===== src/rtl/keypad_scanner.sv =====
// Keypad matrix scanner: drives one row low at a time on each div_clk rising
// edge, classifies each four-row frame, and debounces presses/releases over
// DEBOUNCE consecutive identical frames.
module keypad_scanner #(
    parameter int DEBOUNCE = 4
) (
    input  logic       clk,
    input  logic       reset,
    input  logic       div_clk,
    input  logic [3:0] col_in,
    output logic [3:0] row_out,
    output logic [3:0] key_code,
    output logic       key_valid,
    output logic       key_held
);

    localparam logic [3:0] LP_DEB = 4'(DEBOUNCE);

    typedef enum logic [1:0] {
        S_IDLE    = 2'd0,
        S_CAND    = 2'd1,
        S_PRESSED = 2'd2,
        S_RELEASE = 2'd3
    } state_t;

    // Frame counter increment that sticks at DEBOUNCE instead of wrapping.
    function automatic logic [3:0] sat_inc(input logic [3:0] cnt);
        sat_inc = (cnt >= LP_DEB) ? LP_DEB : cnt + 4'd1;
    endfunction

    logic [3:0] r_col_s1, r_col_s2;
    logic       r_div, r_div_d;
    logic [1:0] r_row;
    logic [1:0] r_acc_n;
    logic [3:0] r_acc_code;
    state_t     r_state;
    logic [3:0] r_cnt, r_cand, r_key_code;
    logic       r_key_valid;

    logic       w_tick;
    logic [3:0] w_low;
    logic [2:0] w_row_n, w_tot;
    logic [1:0] w_base_n, w_frame_n, w_col_idx;
    logic [3:0] w_frame_code;
    logic       w_frame_end, w_single;
    logic [3:0] w_cnt_inc;
    state_t     w_state_nxt;
    logic [3:0] w_cnt_nxt, w_cand_nxt, w_code_nxt;
    logic       w_valid_nxt;

    assign w_tick      = r_div & ~r_div_d;
    assign w_low       = ~r_col_s2;
    assign w_row_n     = {2'b00, w_low[0]} + {2'b00, w_low[1]} + {2'b00, w_low[2]} + {2'b00, w_low[3]};
    // Row 0 starts a fresh frame, so the accumulator from the previous frame is ignored.
    assign w_base_n    = (r_row == 2'd0) ? 2'd0 : r_acc_n;
    assign w_tot       = {1'b0, w_base_n} + w_row_n;
    // Count of closed contacts saturates at 2, which stands for "multiple".
    assign w_frame_n   = (w_tot >= 3'd2) ? 2'd2 : w_tot[1:0];
    assign w_frame_code = (w_row_n == 3'd1) ? {r_row, w_col_idx} : r_acc_code;
    assign w_frame_end = w_tick && (r_row == 2'd3);
    assign w_single    = (w_frame_n == 2'd1);
    assign w_cnt_inc   = sat_inc(r_cnt);

    assign row_out   = ~(4'b0001 << r_row);
    assign key_code  = r_key_code;
    assign key_valid = r_key_valid;
    assign key_held  = (r_state == S_PRESSED) || (r_state == S_RELEASE);

    // Column index of the closed contact when exactly one is low in this row.
    always_comb begin
        w_col_idx = 2'd0;
        if (w_low[1]) w_col_idx = 2'd1;
        if (w_low[2]) w_col_idx = 2'd2;
        if (w_low[3]) w_col_idx = 2'd3;
        if (w_low[0]) w_col_idx = 2'd0;
    end

    // Column synchronizer and div_clk edge history.
    always_ff @(posedge clk or negedge reset) begin
        if (!reset) begin
            r_col_s1 <= 4'b1111;
            r_col_s2 <= 4'b1111;
            r_div    <= 1'b0;
            r_div_d  <= 1'b0;
        end else begin
            r_col_s1 <= col_in;
            r_col_s2 <= r_col_s1;
            r_div    <= div_clk;
            r_div_d  <= r_div;
        end
    end

    // Row scan and per-frame accumulation of closed contacts.
    always_ff @(posedge clk or negedge reset) begin
        if (!reset) begin
            r_row      <= 2'd0;
            r_acc_n    <= 2'd0;
            r_acc_code <= 4'd0;
        end else if (w_tick) begin
            r_row      <= r_row + 2'd1;
            r_acc_n    <= w_frame_n;
            r_acc_code <= w_frame_code;
        end
    end

    // Debounce FSM state register.
    always_ff @(posedge clk or negedge reset) begin
        if (!reset) begin
            r_state     <= S_IDLE;
            r_cnt       <= 4'd0;
            r_cand      <= 4'd0;
            r_key_code  <= 4'd0;
            r_key_valid <= 1'b0;
        end else begin
            r_state     <= w_state_nxt;
            r_cnt       <= w_cnt_nxt;
            r_cand      <= w_cand_nxt;
            r_key_code  <= w_code_nxt;
            r_key_valid <= w_valid_nxt;
        end
    end

    // Debounce FSM next state, evaluated only at frame end.
    always_comb begin
        w_state_nxt = r_state;
        w_cnt_nxt   = r_cnt;
        w_cand_nxt  = r_cand;
        w_code_nxt  = r_key_code;
        w_valid_nxt = 1'b0;
        if (w_frame_end) begin
            case (r_state)
                S_IDLE: begin
                    if (w_single) begin
                        w_cand_nxt = w_frame_code;
                        w_cnt_nxt  = 4'd1;
                        if (LP_DEB <= 4'd1) begin
                            w_state_nxt = S_PRESSED;
                            w_code_nxt  = w_frame_code;
                            w_valid_nxt = 1'b1;
                        end else begin
                            w_state_nxt = S_CAND;
                        end
                    end
                end
                S_CAND: begin
                    if (w_single && (w_frame_code == r_cand)) begin
                        w_cnt_nxt = w_cnt_inc;
                        if (w_cnt_inc == LP_DEB) begin
                            w_state_nxt = S_PRESSED;
                            w_code_nxt  = r_cand;
                            w_valid_nxt = 1'b1;
                        end
                    end else if (w_single) begin
                        w_cand_nxt = w_frame_code;
                        w_cnt_nxt  = 4'd1;
                    end else begin
                        w_state_nxt = S_IDLE;
                        w_cnt_nxt   = 4'd0;
                    end
                end
                S_PRESSED: begin
                    if (!(w_single && (w_frame_code == r_key_code))) begin
                        if (LP_DEB <= 4'd1) begin
                            w_state_nxt = S_IDLE;
                            w_cnt_nxt   = 4'd0;
                        end else begin
                            w_state_nxt = S_RELEASE;
                            w_cnt_nxt   = 4'd1;
                        end
                    end
                end
                S_RELEASE: begin
                    if (w_single && (w_frame_code == r_key_code)) begin
                        w_state_nxt = S_PRESSED;
                    end else if (w_cnt_inc == LP_DEB) begin
                        w_state_nxt = S_IDLE;
                        w_cnt_nxt   = 4'd0;
                    end else begin
                        w_cnt_nxt = w_cnt_inc;
                    end
                end
                default: begin
                    w_state_nxt = S_IDLE;
                    w_cnt_nxt   = 4'd0;
                end
            endcase
        end
    end

endmodule

===== config.mk =====
export PLATFORM = sky130hd
export DESIGN_NAME = keypad_scanner
export DESIGN_NICKNAME = d
export VERILOG_FILES = /design/src/rtl/keypad_scanner.sv
export SDC_FILE = /design/constraint.sdc
export NUM_CORES = 1
export LEC_CHECK = 0
export BUFFER_PORTS_ARGS = -buffer_cell sky130_fd_sc_hd__buf_4
export CORE_MARGIN = 2
export CORE_UTILIZATION = 55
export CTS_BUF_LIST = sky130_fd_sc_hd__clkbuf_8
export DETAILED_ROUTE_END_ITERATION = 7
export PLACE_DENSITY = 0.85
export SYNTH_ARGS = -nofsm -noshare
export SYNTH_HDL_FRONTEND = slang
export SYNTH_SLANG_ARGS = --single-unit

===== constraint.sdc =====
create_clock -name clk -period 3.5 [get_ports clk]
set_input_delay 0.525 -clock clk [delete_from_list [all_inputs] [get_ports clk]]
set_output_delay 0.525 -clock clk [all_outputs]
set_load 0.05 [all_outputs]

* After elaboration in Yosys (flattened, before gate mapping)
Index checks and enable logic that the tools add are counted.
** Word-level totals
- Bits in registers :: 33
- Latch bits :: 0
- RAM bits :: 0
- Bits in read-only memories :: 0
- Bits of input ports :: 7
- Output and inout bits :: 10
- Word-level logic and storage cells :: 82
- Memories kept :: 0
** Operators by class
- Add/sub/neg operators :: 6
- Multipliers :: 0
- Divide/modulo/power cells :: 0
- $lt $le $gt $ge :: 2
- Equality and inequality tests :: 16
- Shift operators :: 1
- Muxes and demuxes :: 30
- Bitwise operators :: 4
- Reduce and logical (&&, ||, !) cells :: 11
** Operator list (count)
- 4-bit two-way mux :: 9
- 2-bit two-way mux :: 12
- 4-bit one-hot mux with 4 select lines :: 1
- 4-bit equality test :: 2
- 2-bit inequality test (second input constant) :: 4
- 4-bit inverter :: 2
- 2-bit one-hot mux with 4 select lines :: 1
- 4-bit one-hot mux with 2 select lines :: 1
- 4-bit AND reduction :: 2
- 2-bit equality test (second input constant) :: 3
- 1-bit two-way mux :: 6
- 3-bit inequality test (second input constant) :: 2
- 6-bit AND reduction :: 1
- 4-bit by 1-bit adder with 4-bit output (second input constant) :: 1
- 2-bit by 1-bit equality test with 1-bit output (second input constant) :: 2
- 4-bit by 3-bit equality test with 1-bit output (second input constant) :: 1
- 4-bit by 3-bit >= comparator with 1-bit output (second input constant) :: 1
- 2-bit zero test :: 2
- 1-bit by 2-bit << shifter with 4-bit output (first input constant) :: 1
- 2-bit by 1-bit adder with 3-bit output :: 1
- 2-bit by 3-bit adder with 3-bit output :: 1
- 3-bit by 1-bit adder with 3-bit output :: 1
- 3-bit by 1-bit equality test with 1-bit output (second input constant) :: 1
- 3-bit by 2-bit >= comparator with 1-bit output (second input constant) :: 1
- 9 further kinds :: 11

* Logic depth before layout (Yosys ltp)
Gate-level depths: netlist (run 1).
- Depth after elaboration :: 12
- Depth in mapped cells :: 13
- Gate-level depth less buffers :: 12

* Worst setup path after synthesis (run 1)
OpenSTA, ideal clock, no wires.
- Path type :: flip-flop to flip-flop
- Start :: register r_col_s2[0]
- End :: register r_cnt[0]
- Setup time :: 0.125 ns
- Data arrival time :: 3.259 ns
- Required time :: 3.375 ns
- Path slack :: 0.117 ns
- Stages on the path, launching flop included :: 14
- Buffers on the path :: 1
- Period minus slack after synthesis :: 3.383 ns
- Cell sequence :: dfstp_2 fa_1 inv_1 ha_1 ha_1 inv_1 fa_1 xor2_1 and3_1 clkbuf_1 nand3_1 nor4_2 nor3_2 mux2_2
** Between the ends
- Word-level cells in the longest chain between the ends :: 11
- Elaborated cells on any way between the ends :: 22
- Those cells by class :: add/sub (4); order compare (1); eq/ne (7); mux (6); bitwise (1); reduce/logical (3)
** Ends and longest elaborated chain
- start, declared :: RTL line 31 : logic [3:0] r_col_s1, r_col_s2;
- start signal, assigned :: RTL line 87 : r_col_s2 <= r_col_s1;
- 4-bit inverter * :: RTL line 52 : assign w_low = ~r_col_s2;
- 1-bit by 1-bit adder with 2-bit output :: RTL line 53 : assign w_row_n = {2'b00, w_low[0]} + {2'b00, w_low[1]} + {2'b00, w_low[2]} + {2'b00, w_low[3]};
- 2-bit by 1-bit adder with 3-bit output :: RTL line 53
- 3-bit by 1-bit adder with 3-bit output :: RTL line 53
- 2-bit by 3-bit adder with 3-bit output :: RTL line 56 : assign w_tot = {1'b0, w_base_n} + w_row_n;
- 3-bit by 2-bit >= comparator with 1-bit output :: RTL line 58 : assign w_frame_n = (w_tot >= 3'd2) ? 2'd2 : w_tot[1:0];
- 2-bit two-way mux :: RTL line 58
- 2-bit by 1-bit equality test with 1-bit output :: RTL line 61 : assign w_single = (w_frame_n == 2'd1);
- 1-bit two-way mux, or another cell as far along :: RTL line 153 : end else if (w_single) begin
- 4-bit two-way mux or 2-bit inequality test (tied branches)
- 4-bit one-hot mux with 4 select lines or 4-bit AND reduction (tied branches)
- end signal, assigned :: RTL line 116 : r_cnt <= w_cnt_nxt;
- end, declared :: RTL line 37 : logic [3:0] r_cnt, r_cand, r_key_code;
Every way passes the cells marked *; elsewhere a longest branch is shown, timed or not.
A chain may end at the register's enable or synchronous reset.

* Worst setup path in the final report (run 1)
- Start :: register r_col_s2[3]
- End :: register r_state[0]
** Between the ends
- Word-level cells in the longest chain between the ends :: 9
- Elaborated cells on any way between the ends :: 23
- Those cells by class :: add/sub (2); order compare (1); eq/ne (9); mux (7); bitwise (1); reduce/logical (3)
** Ends and longest elaborated chain
- 4-bit inverter * :: RTL line 52
- 3-bit by 1-bit adder with 3-bit output :: RTL line 53
- 2-bit by 3-bit adder with 3-bit output :: RTL line 56
- 3-bit by 2-bit >= comparator with 1-bit output :: RTL line 58
- 2-bit two-way mux :: RTL line 58
- 2-bit by 1-bit equality test with 1-bit output :: RTL line 61
- 1-bit logical AND (on tied branches) :: RTL line 146, 162, 173
- 3-bit inequality test (no source line), or another cell as far along
- 6-bit AND reduction (no source line) or 2-bit one-hot mux with 4 select lines (tied branches)
- end signal, assigned :: RTL line 115 : r_state <= w_state_nxt;
- end, declared :: RTL line 36 : state_t r_state;
Marks and branches as above.

==> results of run 1 <==
## power by group through the flow
stage                     sequential [uW]  clock, uW  combinational (uW)
after floorplan                       510          0                 475
after global placement                533          0                 623
after detailed placement              540          0                 645
after CTS                             534        382                 656
after global routing                  554        401                 826
final                                 545        377                 764
## logic make-up (layout without fill, tap and decap cells)
logic type / after synthesis / after routing
buffers and inverters: 22 / 55
adders and majority gates: 10 / 10
muxes: 13 / 13
DFF: 33 / 33
and+or+nand+nor: 42 / 42
xor gates and xnor gates: 11 / 11
AOI/OAI and AO/OA: 23 / 23
## metal layers
layer	wire, um	vias up
met1	1400	595
met3	162	10
met4	110	0
met2	1850	30
li1	-	579
met5	0	-
## state kept, by name, summed over array words and instances, names as in the netlist
register and flops:
r_acc_n 2, r_row 2, r_div_d 1, r_cnt 4
r_acc_code 4, r_div 1, r_col_s1 4, key_valid 1
key_code 4, r_col_s2 4, r_state 2, r_cand 4
## final cells by class
type	count	share of cell area, %
clock buffers	6	3.76
inverters	17	2.91
clock inverters	2	1.71
flip-flops and latches	33	38.1
repair buffers	30	10.6
multi-input cells	99	40.4
well taps	44	2.51
## cells in the final DEF (no fill, tap or decap), types with 3 or more instances in the layout
| cell | Yosys | routed |
|---|---|---|
| mux2i_1 | 6 | 5 |
| ha_1 | 8 | 6 |
| nor3_1 | 7 | 6 |
| nor2b_1 | 4 | 4 |
| buf_4 | 0 | 28 |
| dfstp_2 | 8 | 8 |
| nand2_1 | 12 | 12 |
| nor2_1 | 4 | 4 |
| a31oi_1 | 3 | 3 |
| a21oi_1 | 5 | 5 |
| inv_1 | 17 | 17 |
| xnor2_1 | 8 | 7 |
| dfrtp_1 | 25 | 25 |
| o21ai_0 | 7 | 7 |
| clkbuf_8 | 0 | 6 |
| mux2_4 | 4 | 5 |
## worst reg2reg max path: stages (launching register included)
cell     delay, ns
dfstp_2       0.56
fa_1          0.40
inv_1         0.07
ha_2          0.18
ha_4          0.21
nor3b_4       0.28
buf_6         0.15
mux2i_1       0.17
buf_4         0.14
xor2_1        0.27
nand3_2       0.16
nor4_4        0.44
a21oi_1       0.09
mux2_4        0.27
## Yosys cell counts
cell type  number
nor4_1          1
nor2b_2         1
nor2b_1         4
a21oi_1         5
a211o_1         1
or4b_1          1
and2_1          2
and3_1          1
ha_1            8
nor4_4          1
mux2i_1         6
a21boi_0        1
a31oi_1         3
a21o_2          1
fa_1            2
nor3_1          7
nor4_2          1
nand3_1         2
a31oi_4         1
or2_2           1
xor2_1          3
buf_6           1
nor3b_4         1
dfrtp_1        25
nand2b_1        1
mux2_2          3
o22ai_1         2
or3_1           1
dfstp_2         8
xnor2_1         8
nor3_2          1
o21ai_0         7
mux2_4          4
nor2_1          4
o311ai_0        1
a21bo_2         1
inv_1          17
clkbuf_1        4
nand2_1        12
## per-stage QoR
stage                     cell area (um2)  hold slack (ns)  power, uW  worst slack (ns)  util (%)
after CTS                            2050            0.168       1570            0.0275      67.8
after detailed placement             1920            0.347       1190           -0.0252      63.5
after floorplan                      1730            0.229        985             0.117         -
final                                2190            0.158       1690           0.00246      72.5
after global placement               1920            0.345       1160             0.123      63.5
after global routing                 2190            0.180       1780            -0.151      72.5
## repair_timing
| action | CTS | global route |
|---|---|---|
| setup buffers | 0 | 9 |
| gates resized for setup | 2 | 16 |
| pin swaps | 0 | 5 |
| setup endpoints to repair | 3 | 11 |
## worst max path at each step
| stage | startpoint | depth (start not counted) | to |
|---|---|---|---|
| final | r_col_s2[3] | 13 | r_state[0] |
| after detailed placement | r_col_s2[0] | 12 | r_cnt[0] |
| after CTS | r_col_s2[0] | 12 | r_cnt[0] |
| after global routing | r_col_s2[1] | 13 | r_state[0] |
| after floorplan | r_col_s2[0] | 13 | r_cnt[0] |
| after global placement | r_col_s2[0] | 12 | r_cnt[0] |
==> flow_summary.yaml, run 1 <==
outcome:
  status: "finished, final reports clean"
setup_path:
  ff2ff_path_depth: 13
  crit_buf_inv: 3
  rr_startpoint: "r_col_s2[3]"
  path_delay_family: "simple AND/OR/NAND/NOR gates"
  ff2ff_setup_slack_ns: 0.002
  slowest_delay_ns: 0.56
  cp-end-kind: "register"
  cp.arrival_ns: 3.68
  crit_required_ns: 3.68
  reg2reg_to: "r_state[0]"
  path_max_fanout: 4
  crit_type: "reg2reg"
  crit_path_top_delay_cell: "dfstp_2"
  crit_chain: "fa_1, inv_1, ha_2, ha_4, nor3b_4, buf_6, mux2i_1, buf_4, xor2_1, nand3_2, nor4_4, a21oi_1, mux2_4"
  worstSetupStartpointType: "register"
global_route:
  met1_usage_pct: 24.0
  grt_max_degree: 34
  grt_use_met2_pct: 36.8
  antenna_found_initial: 0
  grt-busiest-layer: "met2"
  grt_first_pass_wirelength_um: 5420
  grt_pass1_vias: 1194
  use_met3_pct: 8.44
  grt_remaining_overflow: 0
  track_usage_pct: 21.4
final_layout:
  num-nets-final: 203
  final_cells: 231
  fill_cells: 203
  antenna_cells: 0
  multi_input_comb_area_um2: 887
  syn2layout_area_growth_pct: 27.0
  layout-drive-gt1-share_pct: 38.5
  ff_latch_area_um2: 836
sta:
  fmax_ghz: 0.286
  fin_crit_ns: 3.50
  slew_headroom_pct: 67.9
  setup_viol: 0
  hold_viol: 0
  fin_tns_setup_ns: 0
  tightest_slew_ns: 0.481
  slew_viol_final: 0
  clock_skew_ns: 0.00460
  period_share_pct: 99.9
clock_network:
  clkTransAtPathRegs_ns: 0.07
  cts_buffers: 5
  clock_sinks: 33
  cts_max_path_buffers: 2
  root_buffer: "clkbuf_8"
  cts_tree: "built"
  cts.htree.levels: 2
  clock_latency_ns: 0.29
  ctsHoldBuffers: 0
logic_synthesis:
  yosys-top-cells-area: "dfrtp_1 (36%), dfstp_2 (12%), ha_1 (5.8%)"
  synth-seq-cells: 33
  syn_area_mm2: 0.00173
  synth_mux_area_share_pct: 8.91
  synth-xor-area-share_pct: 5.58
  yosysTopAreaCellShare_pct: 36.2
  synth_top_family_by_area: "simple AND/OR/NAND/NOR gates"
  synthDistinctLibCells: 39
  synthAdderAreaFrac_pct: 8.11
  synth_area_per_cell_um2: 11.2
  synth_top_cell_by_area: "dfrtp_1"
  syn_nets: 171
  syn_inst: 154
  synth_seq_area_share_pct: 48.4
  synth-simple-area-share_pct: 14.8
  ys_warn_count: 0
  synth_compound_area_share_pct: 9.05
die:
  core_mm2: 0.00303
  num_rows: 20
  initial_core_util_pct: 57.1
  die_area_mm2: 0.00361
  dieWidth_um: 60.1
  die_y_um: 60.1
  io_pins: 17
route:
  via_count: 1214
  via_per_inst: 5.26
  post_drt_wl_per_cell_um: 15.2
  dr.pass1.iters: 4
  drc: 0
  drtIter0Drc: 74
  ant_nets: 0
  drt_wl_total_um: 3520
placement:
  io_buffers: 16
  placedCellCount: 215
  gp_congestion: 0.912
  dpl.hpwl_um: 2340
pwr:
  ir_worst_vdd_v: 0.000425
  p_leak_uw: 0.000986
  p_int_uw: 1030
  pwr-share-comb_pct: 45.3
  p_switching_uw: 653
  p_seq_share_pct: 32.3
  switching_share_pct: 38.8
  power.density_mw_per_mm2: 768
  p_clk_share_pct: 22.4
run:
  maxCapViolCount: 0
worst_hold_path:
  hp-class: "in2async"
(Power assumes the default switching activity.)
==> run 2: changes to the inputs <==
GPL_TIMING_DRIVEN = 0   (was unset)
PLACE_DENSITY = 0.88   (was 0.85)
==> run 2 against run 1 <==
Global-route usage shrank 0.51 points. Critical path depth is the same. Via count shrank 0.33%. Sequential power shrank 1%. Critical path type unchanged.
==> flow_summary.yaml, run 2 (synthesis results as in run 1) <==
pwr:
  power.density_mw_per_mm2: 741
  p_leak_uw: 0.000951
  ir_worst_vdd_v: 0.000477
  power_uw: 1590
route:
  via_count: 1210
  post_drt_wl_per_cell_um: 14.9
  dr.pass1.iters: 4
  drtIter0Drc: 66
  drc: 0
  via_per_inst: 5.35
  ant_nets: 0
  drt_wl_total_um: 3380
clock_network:
  clock_latency_ns: 0.29
  cts_tree: "built"
  ctsHoldBuffers: 0
  cts_max_path_buffers: 2
  clkTransAtPathRegs_ns: 0.06
  clock_sinks: 33
  cts.htree.levels: 2
  root_buffer: "clkbuf_8"
  cts_buffers: 5
die:
  die_y_um: 60.1
  num_rows: 20
  initial_core_util_pct: 57.1
  dieWidth_um: 60.1
  core_mm2: 0.00303
  die_area_mm2: 0.00361
  io_pins: 17
placement:
  dpl.hpwl_um: 2300
  gp_congestion: 0.927
  dpl_cell_area_mm2: 0.00190
  io_buffers: 16
global_route:
  grt_pass1_vias: 1261
  grt_remaining_overflow: 0
  grt_max_degree: 34
  antenna_found_initial: 0
  track_usage_pct: 20.9
  grt_first_pass_wirelength_um: 5420
outcome:
  status: "finished, final reports clean"
sta:
  clock_skew_ns: 0.00689
  grt_setup_unrepaired: "true"
  tightest_slew_ns: 0.482
  period_share_pct: 96.4
  hold_viol: 0
  setup_viol: 0
  slew_viol_final: 0
  fmax_ghz: 0.296
  slew_headroom_pct: 67.6
  fin_crit_ns: 3.38
final_layout:
  layout_common_cells: "dfrtp_1 (25), buf_4 (20), inv_1 (19)"
  syn2layout_area_growth_pct: 24.0
  num-nets-final: 198
  postLayoutCellArea_mm2: 0.00214
  final_common_cell: "dfrtp_1"
  fin_util_pct: 70.8
  antenna_cells: 0
  layout-drive-gt1-share_pct: 34.6
run:
  maxCapViolCount: 0
setup_path:
  cp-end-kind: "register"
  crit_required_ns: 3.71
  reg2reg_to: "r_cnt[1]"
  path_max_fanout: 5
  crit_type: "reg2reg"
  rr_startpoint: "r_col_s2[0]"
  cp.arrival_ns: 3.59
  worstSetupStartpointType: "register"
  ff2ff_path_depth: 13
  ff2ff_setup_slack_ns: 0.12
worst_hold_path:
  hp-class: "in2async"
==> run 2: cell count changes in the layout (fill, tap and decap cells not counted), moves of 2 or more <==
| cell | delta |
|---|---|
| buf_4 | -8 |
| mux2i_4 | +2 |
| mux2i_1 | -2 |
| clkbuf_1 | +3 |
| inv_1 | +2 |
==> run 2: layer usage <==
layer	wire length [um]	up-vias	track usage (%)
met5	0	-	0
met3	126	9	4.76
li1	-	575	-
met2	1780	30	36.2
met1	1420	596	24.4
met4	57	0	9.84
==> run 2: worst max-delay path, stage by stage, from the launching register on <==
cell	delay, ns
dfstp_2	0.39
fa_1	0.54
inv_1	0.06
ha_1	0.20
ha_4	0.29
inv_1	0.06
fa_1	0.43
xor2_1	0.19
and3_4	0.22
nand3_4	0.08
nor4_4	0.05
buf_4	0.15
or4b_1	0.51
o22ai_2	0.11
==> run 2: cell type report <==
| cell class | count | area [um2] |
|---|---|---|
| multi-input combinational | 99 | 906 |
| fill | 219 | 885 |
| sequential | 33 | 836 |
| timing repair buffer | 21 | 170 |
| clock buffer | 6 | 82.6 |
| inverter | 17 | 63.8 |
| tap | 44 | 55.1 |
| buffer | 4 | 22.5 |
| clock inverter | 2 | 7.51 |
==> run 2: how the worst max path moves through the flow <==
stage | start | end | cells past startpoint
2_1_floorplan | r_col_s2[0] | r_cnt[0] | 13
3_3_place_gp | r_col_s2[0] | key_code[3] | 11
3_5_place_dp | r_col_s2[0] | r_cnt[0] | 13
4_1_cts | r_col_s2[0] | key_code[3] | 13
5_1_grt | r_col_s2[0] | r_cnt[0] | 12
6_report | r_col_s2[0] | r_cnt[1] | 13
==> run 2: what timing repair did <==
action	in CTS	in global routing
setup endpoints to repair	10	11
pin swaps	3	3
setup buffers	5	0
resized for setup	7	11
==> run 2: power by group <==
| part | internal (uW) | total [uW] | switching (uW) |
|---|---|---|---|
| Clock | 154 | 287 | 133 |
| Sequential | 461 | 538 | 77.4 |
| Combinational | 327 | 764 | 436 |
==> run 2: metrics by stage <==
step           setup WS [ns]  setup TNS, ns  std cells  hold WS, ns
5_1_grt              -0.0351        -0.0379        226        0.195
2_1_floorplan          0.117              0        154        0.229
6_report               0.124              0        226        0.163
4_1_cts              0.00551              0        226        0.176
3_3_place_gp          -0.126         -0.652        214        0.345
3_5_place_dp          -0.266          -1.60        214        0.347
==> run 3: changes to the inputs <==
CORE_UTILIZATION = 41   (was 55)
PLACE_DENSITY = 0.71   (was 0.88)
==> run 3 against run 2 <==
Worst hold slack worse by 0.0027 ns. Clock power grew 29%. Utilization down 17 points.
==> flow_summary.yaml, run 3 (synthesis results as in run 1) <==
outcome:
  status: "finished, final reports clean"
sta:
  tightest_slew_ns: 0.558
  clock_skew_ns: 0.00508
  setup_viol: 0
  period_share_pct: 96.6
  fmax_ghz: 0.296
  slew_viol_final: 0
  worst_slack_ns: 0.120
  slew_headroom_pct: 62.8
  fin_crit_ns: 3.38
  hold_viol: 0
placement:
  dpl.hpwl_um: 2400
  place_ws_ns: -0.255
  placedCellCount: 220
  gp_congestion: 0.953
  io_buffers: 16
global_route:
  grt_max_degree: 34
  track_usage_pct: 15.7
  grt_first_pass_wirelength_um: 5240
  grt_remaining_overflow: 0
  grt_pass1_vias: 1204
  antenna_found_initial: 0
final_layout:
  layout_common_cells: "dfrtp_1 (25), buf_4 (21), inv_1 (18)"
  num-nets-final: 199
  final_cells: 233
  multi_input_comb_area_um2: 876
  ff_latch_area_um2: 836
  fill_cells: 346
  antenna_cells: 0
  final_common_cell: "dfrtp_1"
  syn2layout_area_growth_pct: 24.7
  layout-drive-gt1-share_pct: 35.5
worst_hold_path:
  hp-class: "in2async"
die:
  die_area_mm2: 0.00475
  io_pins: 17
  num_rows: 23
  initial_core_util_pct: 42.9
  dieWidth_um: 68.9
  die_y_um: 68.9
  core_mm2: 0.00403
pwr:
  ir_worst_vdd_v: 0.000327
  switching_share_pct: 38.4
  p_leak_uw: 0.000963
  power.density_mw_per_mm2: 755
  p_seq_share_pct: 32.3
  p_int_uw: 1000
  pwr-share-comb_pct: 45.0
  power_uw: 1630
  p_switching_uw: 625
  p_clk_share_pct: 22.7
clock_network:
  cts_tree: "built"
  clock_latency_ns: 0.29
  cts_buffers: 5
  ctsHoldBuffers: 0
  clock_sinks: 33
  root_buffer: "clkbuf_8"
  cts_max_path_buffers: 2
  clkTransAtPathRegs_ns: 0.07
  cts.htree.levels: 2
route:
  drtIter0Drc: 74
  dr.pass1.iters: 4
  drc: 0
  drt_wl_total_um: 3350
  ant_nets: 0
  via_per_inst: 5.08
  post_drt_wl_per_cell_um: 14.4
  via_count: 1184
setup_path:
  path_max_fanout: 6
  crit_required_ns: 3.71
  crit_type: "reg2reg"
  worstSetupStartpointType: "register"
  cp.arrival_ns: 3.59
  cp-end-kind: "register"
run:
  maxCapViolCount: 0
## run 3: worst paths after layout
path / end / startpoint / slack [ns] / depth (start not counted)
min in group clk: r_col_s1[2] / col_in[2] / 0.34 / 1
worst min register to register: r_col_s2[3] / r_col_s1[3] / 0.36 / 0
worst max register to register: r_cnt[1] / r_col_s2[0] / 0.12 / 13
max in group asynchronous: r_col_s2[1] / reset / 3.00 / 1
worst max-delay path: r_cnt[1] / r_col_s2[0] / 0.12 / 13
worst min-delay path: r_cnt[3] / reset / 0.16 / 1
## run 3: final cells by class
cell class	count	share of cell area, %
buffer	4	1.05
clock buffer	6	3.83
inverter	17	2.96
tap	50	2.90
timing repair buffer	22	8.25
sequential	33	38.8
multi-input combinational	99	40.7
clock inverter	2	1.57
## run 3: metal layers
metal,part of all wire [%],up-vias,track usage [%],wire (um)
met1,42,570,17.2,1400
li1,-,573,-,-
met2,52,31,26.7,1740
met3,4.1,10,4.71,138
met5,0,-,0,0
met4,2.0,0,9.56,67
## run 3: repair_timing
item / in CTS / in global routing
gates resized for setup: 7 / 7
buffers inserted: 6 / 0
endpoints found under the hold margin: 0 / 0
pin swaps: 3 / 1
endpoints found under the setup margin: 12 / 12
## run 3: worst max-delay path, stage by stage, from the launching register on
cell and delay (ns):
dfstp_2 0.58, fa_1 0.40, inv_1 0.07, ha_1 0.19
ha_4 0.22, nor3b_4 0.22, buf_12 0.15, buf_4 0.11
a31oi_4 0.11, xnor2_1 0.35, nor4_4 0.11, buf_4 0.16
or4b_1 0.50, o22ai_1 0.12
## run 3: power groups by stage
stage / sequential (uW) / clock, uW / combinational (uW)
after floorplan: 510 / 0 / 475
after global placement: 519 / 0 / 582
after detailed placement: 529 / 0 / 614
after CTS: 527 / 377 / 693
after global routing: 534 / 394 / 796
final: 526 / 369 / 732
## run 3: stage by stage
| step | TNS (ns) | hold WS [ns] | area (um2) | utilization [%] |
|---|---|---|---|---|
| after floorplan | 0 | 0.229 | 1730 | - |
| after global placement | -0.625 | 0.346 | 1910 | 47.4 |
| after detailed placement | -1.48 | 0.348 | 1910 | 47.4 |
| after CTS | 0 | 0.182 | 2110 | 52.4 |
| after global routing | -0.00751 | 0.191 | 2150 | 53.5 |
| final | 0 | 0.160 | 2150 | 53.5 |
